File: src/rtl/bnn_pkg.sv
// Shared types and helpers for the binary-neural-net dot-product CXU.
package bnn_pkg;

    localparam int unsigned BNN_MAX_DATA_W  = 64;
    localparam int unsigned BNN_MAX_STATE_W = 4;
    localparam int unsigned BNN_MAX_POP_W   = 7;

    localparam logic [1:0] BNN_FUNC_DOT   = 2'd0;
    localparam logic [1:0] BNN_FUNC_ACC   = 2'd1;
    localparam logic [1:0] BNN_FUNC_READ  = 2'd2;
    localparam logic [1:0] BNN_FUNC_CLEAR = 2'd3;

    typedef enum logic [1:0] {
        BNN_OK        = 2'd0,
        BNN_ERR_FUNC  = 2'd1,
        BNN_ERR_STATE = 2'd2
    } bnn_status_t;

    // Stage-1 payload, sized for the largest legal configuration.
    typedef struct packed {
        logic [1:0]                 func;
        logic [BNN_MAX_STATE_W-1:0] state;
        bnn_status_t                status;
        logic [BNN_MAX_POP_W-1:0]   pop;
    } bnn_s1_t;

    // Pairwise adder-tree popcount; narrower vectors are zero-extended by the caller.
    function automatic logic [BNN_MAX_POP_W-1:0] bnn_popcount(input logic [BNN_MAX_DATA_W-1:0] v);
        logic [BNN_MAX_POP_W-1:0] lvl [BNN_MAX_DATA_W];
        for (int i = 0; i < int'(BNN_MAX_DATA_W); i++) begin
            lvl[i] = BNN_MAX_POP_W'(v[i]);
        end
        for (int span = int'(BNN_MAX_DATA_W) / 2; span >= 1; span = span / 2) begin
            for (int i = 0; i < span; i++) begin
                lvl[i] = lvl[2*i] + lvl[2*i+1];
            end
        end
        return lvl[0];
    endfunction

endpackage

File: src/rtl/bnn_popcnt_reduce.sv
// XNOR of activation and weight vectors followed by a popcount reduction.
module bnn_popcnt_reduce
    import bnn_pkg::*;
#(
    parameter int unsigned DATA_W = 32,
    localparam int unsigned POP_W = $clog2(DATA_W) + 1
) (
    input  logic [DATA_W-1:0] a,
    input  logic [DATA_W-1:0] w,
    output logic [POP_W-1:0]  pop
);

    logic [DATA_W-1:0] agree;

    assign agree = ~(a ^ w);
    assign pop   = POP_W'(bnn_popcount(BNN_MAX_DATA_W'(agree)));

endmodule

File: src/rtl/bnn_acc_l2_cxu.sv
// Two-stage CXU-L2 XNOR-popcount unit with per-context signed accumulators.
module bnn_acc_l2_cxu
    import bnn_pkg::*;
#(
    parameter int unsigned CXU_DATA_W     = 32,
    parameter int unsigned CXU_N_STATES   = 4,
    parameter int unsigned CXU_STATE_ID_W = 2,
    parameter int unsigned CXU_FUNC_ID_W  = 3,
    parameter int unsigned ACC_W          = 32
) (
    input  logic                      clk,
    input  logic                      rst_n,
    input  logic                      req_valid,
    output logic                      req_ready,
    input  logic [CXU_STATE_ID_W-1:0] req_state,
    input  logic [CXU_FUNC_ID_W-1:0]  req_func,
    input  logic [CXU_DATA_W-1:0]     req_data0,
    input  logic [CXU_DATA_W-1:0]     req_data1,
    output logic                      resp_valid,
    input  logic                      resp_ready,
    output logic [1:0]                resp_status,
    output logic [CXU_DATA_W-1:0]     resp_data
);

    localparam int unsigned POP_W = $clog2(CXU_DATA_W) + 1;

    logic                  out_en;
    logic                  s1_en;
    logic                  s1_valid;
    bnn_s1_t               s1_q;
    bnn_s1_t               s1_d;
    logic [POP_W-1:0]      pop;

    logic [ACC_W-1:0]      acc [CXU_N_STATES];
    logic [ACC_W-1:0]      acc_cur;
    logic [ACC_W-1:0]      dot_term;
    logic [ACC_W-1:0]      acc_sum;
    logic [ACC_W-1:0]      acc_wdata;
    logic                  acc_we;
    bnn_status_t           out_status;
    logic [CXU_DATA_W-1:0] out_data;

    // Ready depends only on pipeline occupancy and resp_ready.
    assign out_en    = !resp_valid || resp_ready;
    assign s1_en     = !s1_valid || out_en;
    assign req_ready = s1_en;

    bnn_popcnt_reduce #(
        .DATA_W (CXU_DATA_W)
    ) u_popcnt (
        .a   (req_data0),
        .w   (req_data1),
        .pop (pop)
    );

    // Stage-1 decode: classify errors up front so stage 2 only has to execute.
    always_comb begin
        s1_d        = '0;
        s1_d.func   = req_func[1:0];
        s1_d.state  = BNN_MAX_STATE_W'(req_state);
        s1_d.pop    = BNN_MAX_POP_W'(pop);
        s1_d.status = BNN_OK;
        if (32'(req_func) >= 32'd4) begin
            s1_d.status = BNN_ERR_FUNC;
        end else if (req_func[1:0] != BNN_FUNC_DOT && 32'(req_state) >= 32'(CXU_N_STATES)) begin
            s1_d.status = BNN_ERR_STATE;
        end
    end

    always_ff @(posedge clk or negedge rst_n) begin
        if (!rst_n) begin
            s1_valid <= 1'b0;
            s1_q     <= '0;
        end else if (s1_en) begin
            s1_valid <= req_valid;
            if (req_valid) begin
                s1_q <= s1_d;
            end
        end
    end

    always_comb begin
        acc_cur = '0;
        for (int unsigned i = 0; i < CXU_N_STATES; i++) begin
            if (s1_q.state == BNN_MAX_STATE_W'(i)) begin
                acc_cur = acc[i];
            end
        end
    end

    // Signed dot term 2*pop - DATA_W, formed modulo 2^ACC_W.
    assign dot_term = ACC_W'({s1_q.pop, 1'b0}) - ACC_W'(CXU_DATA_W);
    assign acc_sum  = acc_cur + dot_term;

    always_comb begin
        out_status = s1_q.status;
        out_data   = '0;
        acc_we     = 1'b0;
        acc_wdata  = acc_cur;
        if (s1_q.status == BNN_OK) begin
            case (s1_q.func)
                BNN_FUNC_DOT: begin
                    out_data = CXU_DATA_W'(s1_q.pop);
                end
                BNN_FUNC_ACC: begin
                    acc_we    = 1'b1;
                    acc_wdata = acc_sum;
                    out_data  = CXU_DATA_W'($signed(acc_sum));
                end
                BNN_FUNC_READ: begin
                    out_data = CXU_DATA_W'($signed(acc_cur));
                end
                default: begin
                    acc_we    = 1'b1;
                    acc_wdata = '0;
                    out_data  = CXU_DATA_W'($signed(acc_cur));
                end
            endcase
        end
    end

    always_ff @(posedge clk or negedge rst_n) begin
        if (!rst_n) begin
            resp_valid  <= 1'b0;
            resp_status <= 2'b00;
            resp_data   <= '0;
        end else if (out_en) begin
            resp_valid <= s1_valid;
            if (s1_valid) begin
                resp_status <= out_status;
                resp_data   <= out_data;
            end
        end
    end

    // Accumulators are touched only at the advance point, so request order is preserved.
    always_ff @(posedge clk or negedge rst_n) begin
        if (!rst_n) begin
            for (int unsigned i = 0; i < CXU_N_STATES; i++) begin
                acc[i] <= '0;
            end
        end else if (out_en && s1_valid && acc_we) begin
            for (int unsigned i = 0; i < CXU_N_STATES; i++) begin
                if (s1_q.state == BNN_MAX_STATE_W'(i)) begin
                    acc[i] <= acc_wdata;
                end
            end
        end
    end

endmodule
File: config.mk
export PLATFORM = sky130hd
export DESIGN_NAME = bnn_acc_l2_cxu
export DESIGN_NICKNAME = d
export VERILOG_FILES = /design/src/rtl/bnn_pkg.sv /design/src/rtl/bnn_popcnt_reduce.sv /design/src/rtl/bnn_acc_l2_cxu.sv
export SDC_FILE = /design/constraint.sdc
export NUM_CORES = 1
export LEC_CHECK = 0
export ABC_AREA = 1
export CAP_MARGIN = 20
export CORE_ASPECT_RATIO = 0.7
export CORE_MARGIN = 2
export CORE_UTILIZATION = 60
export CTS_BUF_LIST = sky130_fd_sc_hd__clkbuf_4 sky130_fd_sc_hd__clkbuf_8
export CTS_CLUSTER_DIAMETER = 60
export CTS_CLUSTER_SIZE = 30
export DETAILED_ROUTE_END_ITERATION = 10
export PLACE_DENSITY = 0.82
export RECOVER_POWER = 100
export SLEW_MARGIN = 20
export SYNTH_ARGS = -nofsm -noshare
export SYNTH_HDL_FRONTEND = slang
export SYNTH_SLANG_ARGS = --single-unit
File: constraint.sdc
create_clock -name clk -period 6.9 [get_ports clk]
set_clock_uncertainty 0.15 [all_clocks]
set_input_delay 1.38 -clock clk [delete_from_list [all_inputs] [get_ports clk]]
set_output_delay 1.38 -clock clk [all_outputs]
set_load 0.02 [all_outputs]
==> results list <==
- Max capacitance violation total: 3
- During synthesis, Yosys emitted a total of 0 warnings.
- The sequential cells in the finished layout cover a total of ~0.0044 sq mm.
- Part of the Yosys area used for sequential elements: 36.8%
* Kind of start point of the critical path: primary input
- Clock sinks: around 170
- Hold Crit Endpoint: resp_data[12]$_DFFE_PN0P_
- Hold-fix buffers, CTS: 0
* Endpoints failing setup: 0
- Non-filler instance count after layout: 2027
- Final max-slew violation count: 152
- Utilization of the core after routing: roughly 70%
* Slew of the pin with the lowest slew margin: 4030 ps
* Critical Path Source: resp_ready
- Setup Slack @ Placement: approximately 650 ps
* Yosys cell types: 41
* Sum of overflow across all layers after global routing: 0
- After clock tree synthesis, the clock-pin slew on the worst setup and hold paths is approximately 100 ps.
- Cell with the largest stage delay on the worst path: nor2_1
* Share of total power consumed by net switching: around 50%
- In this run the worst hold path is classified as register to register.
* Last weighted congestion value of the routability-driven placer: approximately 0.95
* Launching point of the worst reg2reg path: out_status[0]$_DFFE_PN0P_
* Leading cell types in the layout, fill and taps excluded: nand2_1, inv_1, dfrtp_1
- Die Footprint: around 0.021 sq mm
* Hold violation count in the final report: 0
- Worst Path Max Fanout: 36
- In the final layout, the multi-input gates occupy about 0.0063 sq mm.
- Using the TritonRoute via totals, the vias-per-cell ratio works out to 5.57.
- After clock tree synthesis, the repair step resized 0 gates.
- Row generation in the floorplan step produced 42 rows.
- Of the total power, combinational logic draws 64.3%.
- Synthesis produced a netlist with a net count of approximately 1800.
- In this run the critical register-to-register path is captured at acc[96]$_DFFE_PN0P_.
* Number of stages on the worst hold path: 2
* Proportion of power drawn by the clock network: between 10% and 20%
* Post-synth design cell area: between 0.01 and 0.015 sq mm
- The checks that failed: max-capacitance violations, max-slew violations.
- Final Net Count: 1905
* Number of cells on the worst reg-to-reg path: 7
- Final worst path period share: 89.5%
- Result of the run: finished with violations
* Starting density of the core: approximately three fifths
- On the critical path the largest part of the delay comes from simple AND/OR/NAND/NOR gates.
* Final critical-path setup slack: between 700 and 800 ps
* RSZ-0062 raised after global routing: no
- Highest achievable clock rate: approximately 160 MHz
* CP Capture Type: register
- TritonCTS built the clock tree.
* HPWL Detailed: between 20000 and 30000 microns
- Switching component of the power: approximately 3.4 mW
- Clock tree synthesis inserted a total of 17 buffers.
- Share of post-route cells with drive strength above 1: ~3.4%
* Detailed-route DRC error count: 0
- The routed layout has about 11000 vias.
- Post CTS Setup Buffer Count: 0
- Critical Path, Cell by Cell: dlygate4sd3_1 > inv_1 > nand2_1 > nand2_1 > nor2_2 > inv_1 > nor2_1 > inv_1 > o21ai_0
* Maximum number of pins on one net before global-route repair: between 90 and 100
* Count of mapped cells out of synthesis: 1675
- Leakage power: between 7 and 8 nW
- The setup check on the worst reg-to-reg path leaves a slack of between 800 and 900 ps.
- Counting buffers and inverters, the worst setup path is 9 cells deep.
- In this run the most critical hold path is launched from resp_data[12]$_DFFE_PN0P_.
- Global routing used between 30% and 40% of the available tracks across all layers.
* Horizontal extent of the die: ~170 microns
* Total Power Consumption: between 6 and 7 mW
- #FFs+latches synth: between 150 and 200
* Cell internal power dissipation: about 3.2 mW
* Clock tree root buffer cell: clkbuf_8
- Register share of total power: 24.3%
- Average routed wire per standard cell: between 15 and 20 microns
* Post-route setup TNS: 0 ps
- Routed Wire Length: 35200 microns
* Total of fill cells in the finished design: roughly 1700
* Maximum single-stage delay on the critical path: 1990 ps
* Worst path most repeated cell: inv_1
- The synthesized design spends more area on one cell type than any other, namely dfrtp_1.
- Headroom to the max-slew limit came out at -169%.
- Time the final worst path needs with I/O delays and setup: approximately 6000 ps
- Maximum number of buffers from clock root to sink: 2
- Across the VDD grid, the largest voltage drop is about 0.40 mV.
- Post-route standard cell area excluding fillers: 0.0133 sq mm
* Worst Path Required: slightly above 7000 ps
- Crit path kind: primary input to register
- The number of global-route vias before repair is between 10000 and 15000.
- The detailed router finished its first iteration with around 1300 violations.
- The first TritonRoute pass finished after 5 iterations.
- The library cell used most frequently in the layout, excluding fill and tap cells, is nand2_1.
* Worst hold margin: between 300 and 400 ps
- Counting tap cells, the placed design contains a total of roughly 2000 instances.
- After synthesis, the largest area contributor takes up 36.8% of total cell area.
- The number of antenna violations at the first check in global routing came to 0.
* Mapped Avg Cell Area: between 7 and 8 sq um
- Power per cell area: 494 mW/mm^2
- Vertical die dimension: ~120 microns
- Antenna viol nets, final: 0
* Global-route wire length before repair: between 50000 and 60000 microns
* Crit path buffers/inverters: 4
- For the worst setup path, the data arrival time is 6420 ps.
- Input and output buffers added on the ports amount to 107.
- Leading post-synthesis cells by cell area: dfrtp_1, nand2_1, inv_1
- # H-tree levels: 4
* Placed inst area: 0.0130 sq mm
* Placeable core region: 0.0191 sq mm
- Relative to the synthesized area, the layout overhead comes to 12.9%.
- The number of antenna diodes in the final layout is 0.
* Clock latency on the worst-skew pair: 500 ps
- Number of I/O pins: about 110
worst max-delay path by stage:
stage	to
5_1_grt	acc[96]$_DFFE_PN0P_
6_report	acc[96]$_DFFE_PN0P_
2_1_floorplan	s1_q[5]$_DFFE_PN0P_
3_5_place_dp	s1_q[4]$_DFFE_PN0P_
3_3_place_gp	s1_q[3]$_DFFE_PN0P_
4_1_cts	s1_q[4]$_DFFE_PN0P_
area by class of cell:
cell class	instances	share of cell area, %
clock buffers	19	1.91
clock inverters	13	1.12
inverters	231	6.53
multi-input cells	1212	47.0
flip-flops and latches	174	32.6
well taps	264	2.48
repair buffers	114	8.34
cell families after synthesis:
group | share of synthesized area [%]
adders and majority gates | 10.4
AOI/OAI and AO/OA | 10.2
buffers and inverters | 9.83
DFF | 36.8
xor gates and xnor gates | 2.59
other | 0.0317
and+or+nand+nor | 30.2
sequential cells by signal (all words and copies together) (netlist names):
| register | cells |
|---|---|
| resp_valid | 1 |
| resp_data | 32 |
| out_status | 1 |
| resp_status | 1 |
| s1_q | 10 |
| s1_valid | 1 |
| acc | 128 |
layer usage:
layer / track usage, % / routed length, microns
met1: 51.8 / 15600
met4: 8.40 / 580
met3: 14.3 / 4670
met2: 49.4 / 14300
met5: 0 / 0
tightest hold or removal path, stage by stage, from the launching register on:
cell and delay [ps]:
dfrtp_1 350, nand2_1 50, nand2_1 50
synthesized netlist by cell type:
cell type  number
nand2_1       737
inv_1         221
dfrtp_1       174
o21ai_0        99
ha_1           55
nand3_1        54
nor2_1         47
xnor2_1        33
clkbuf_1       29
fa_1           27
a21oi_1        24
o21ai_1        21
nand4_1        17
o22ai_1        17
buf_2          15
a221oi_1       11
buf_4          10
o221ai_1        9
or2_2           9
inv_2           8
o211ai_1        8
nor3_1          7
a22o_1          5
and2_1          5
nor2_4          5
a32o_1          3
nand3b_1        3
nor2_2          3
a21o_1          2
buf_6           2
inv_4           2
nand2_2         2
o22ai_2         2
xor2_1          2
a22oi_1         1
buf_1           1
clkbuf_2        1
conb_1          1
nand2_4         1
o21ai_2         1
o21bai_1        1
power groups by stage:
| stage | logic, mW | clock network (mW) | registers [mW] |
|---|---|---|---|
| final | 4.24 | 0.756 | 1.60 |
| after global routing | 4.76 | 0.797 | 1.64 |
| after CTS | 4.15 | 0.755 | 1.60 |
| after detailed placement | 4.12 | 0 | 1.62 |
| after global placement | 3.99 | 0 | 1.61 |
| after floorplan | 2.82 | 0 | 1.67 |
No activity file was read; power rests on OpenSTA's default activity.
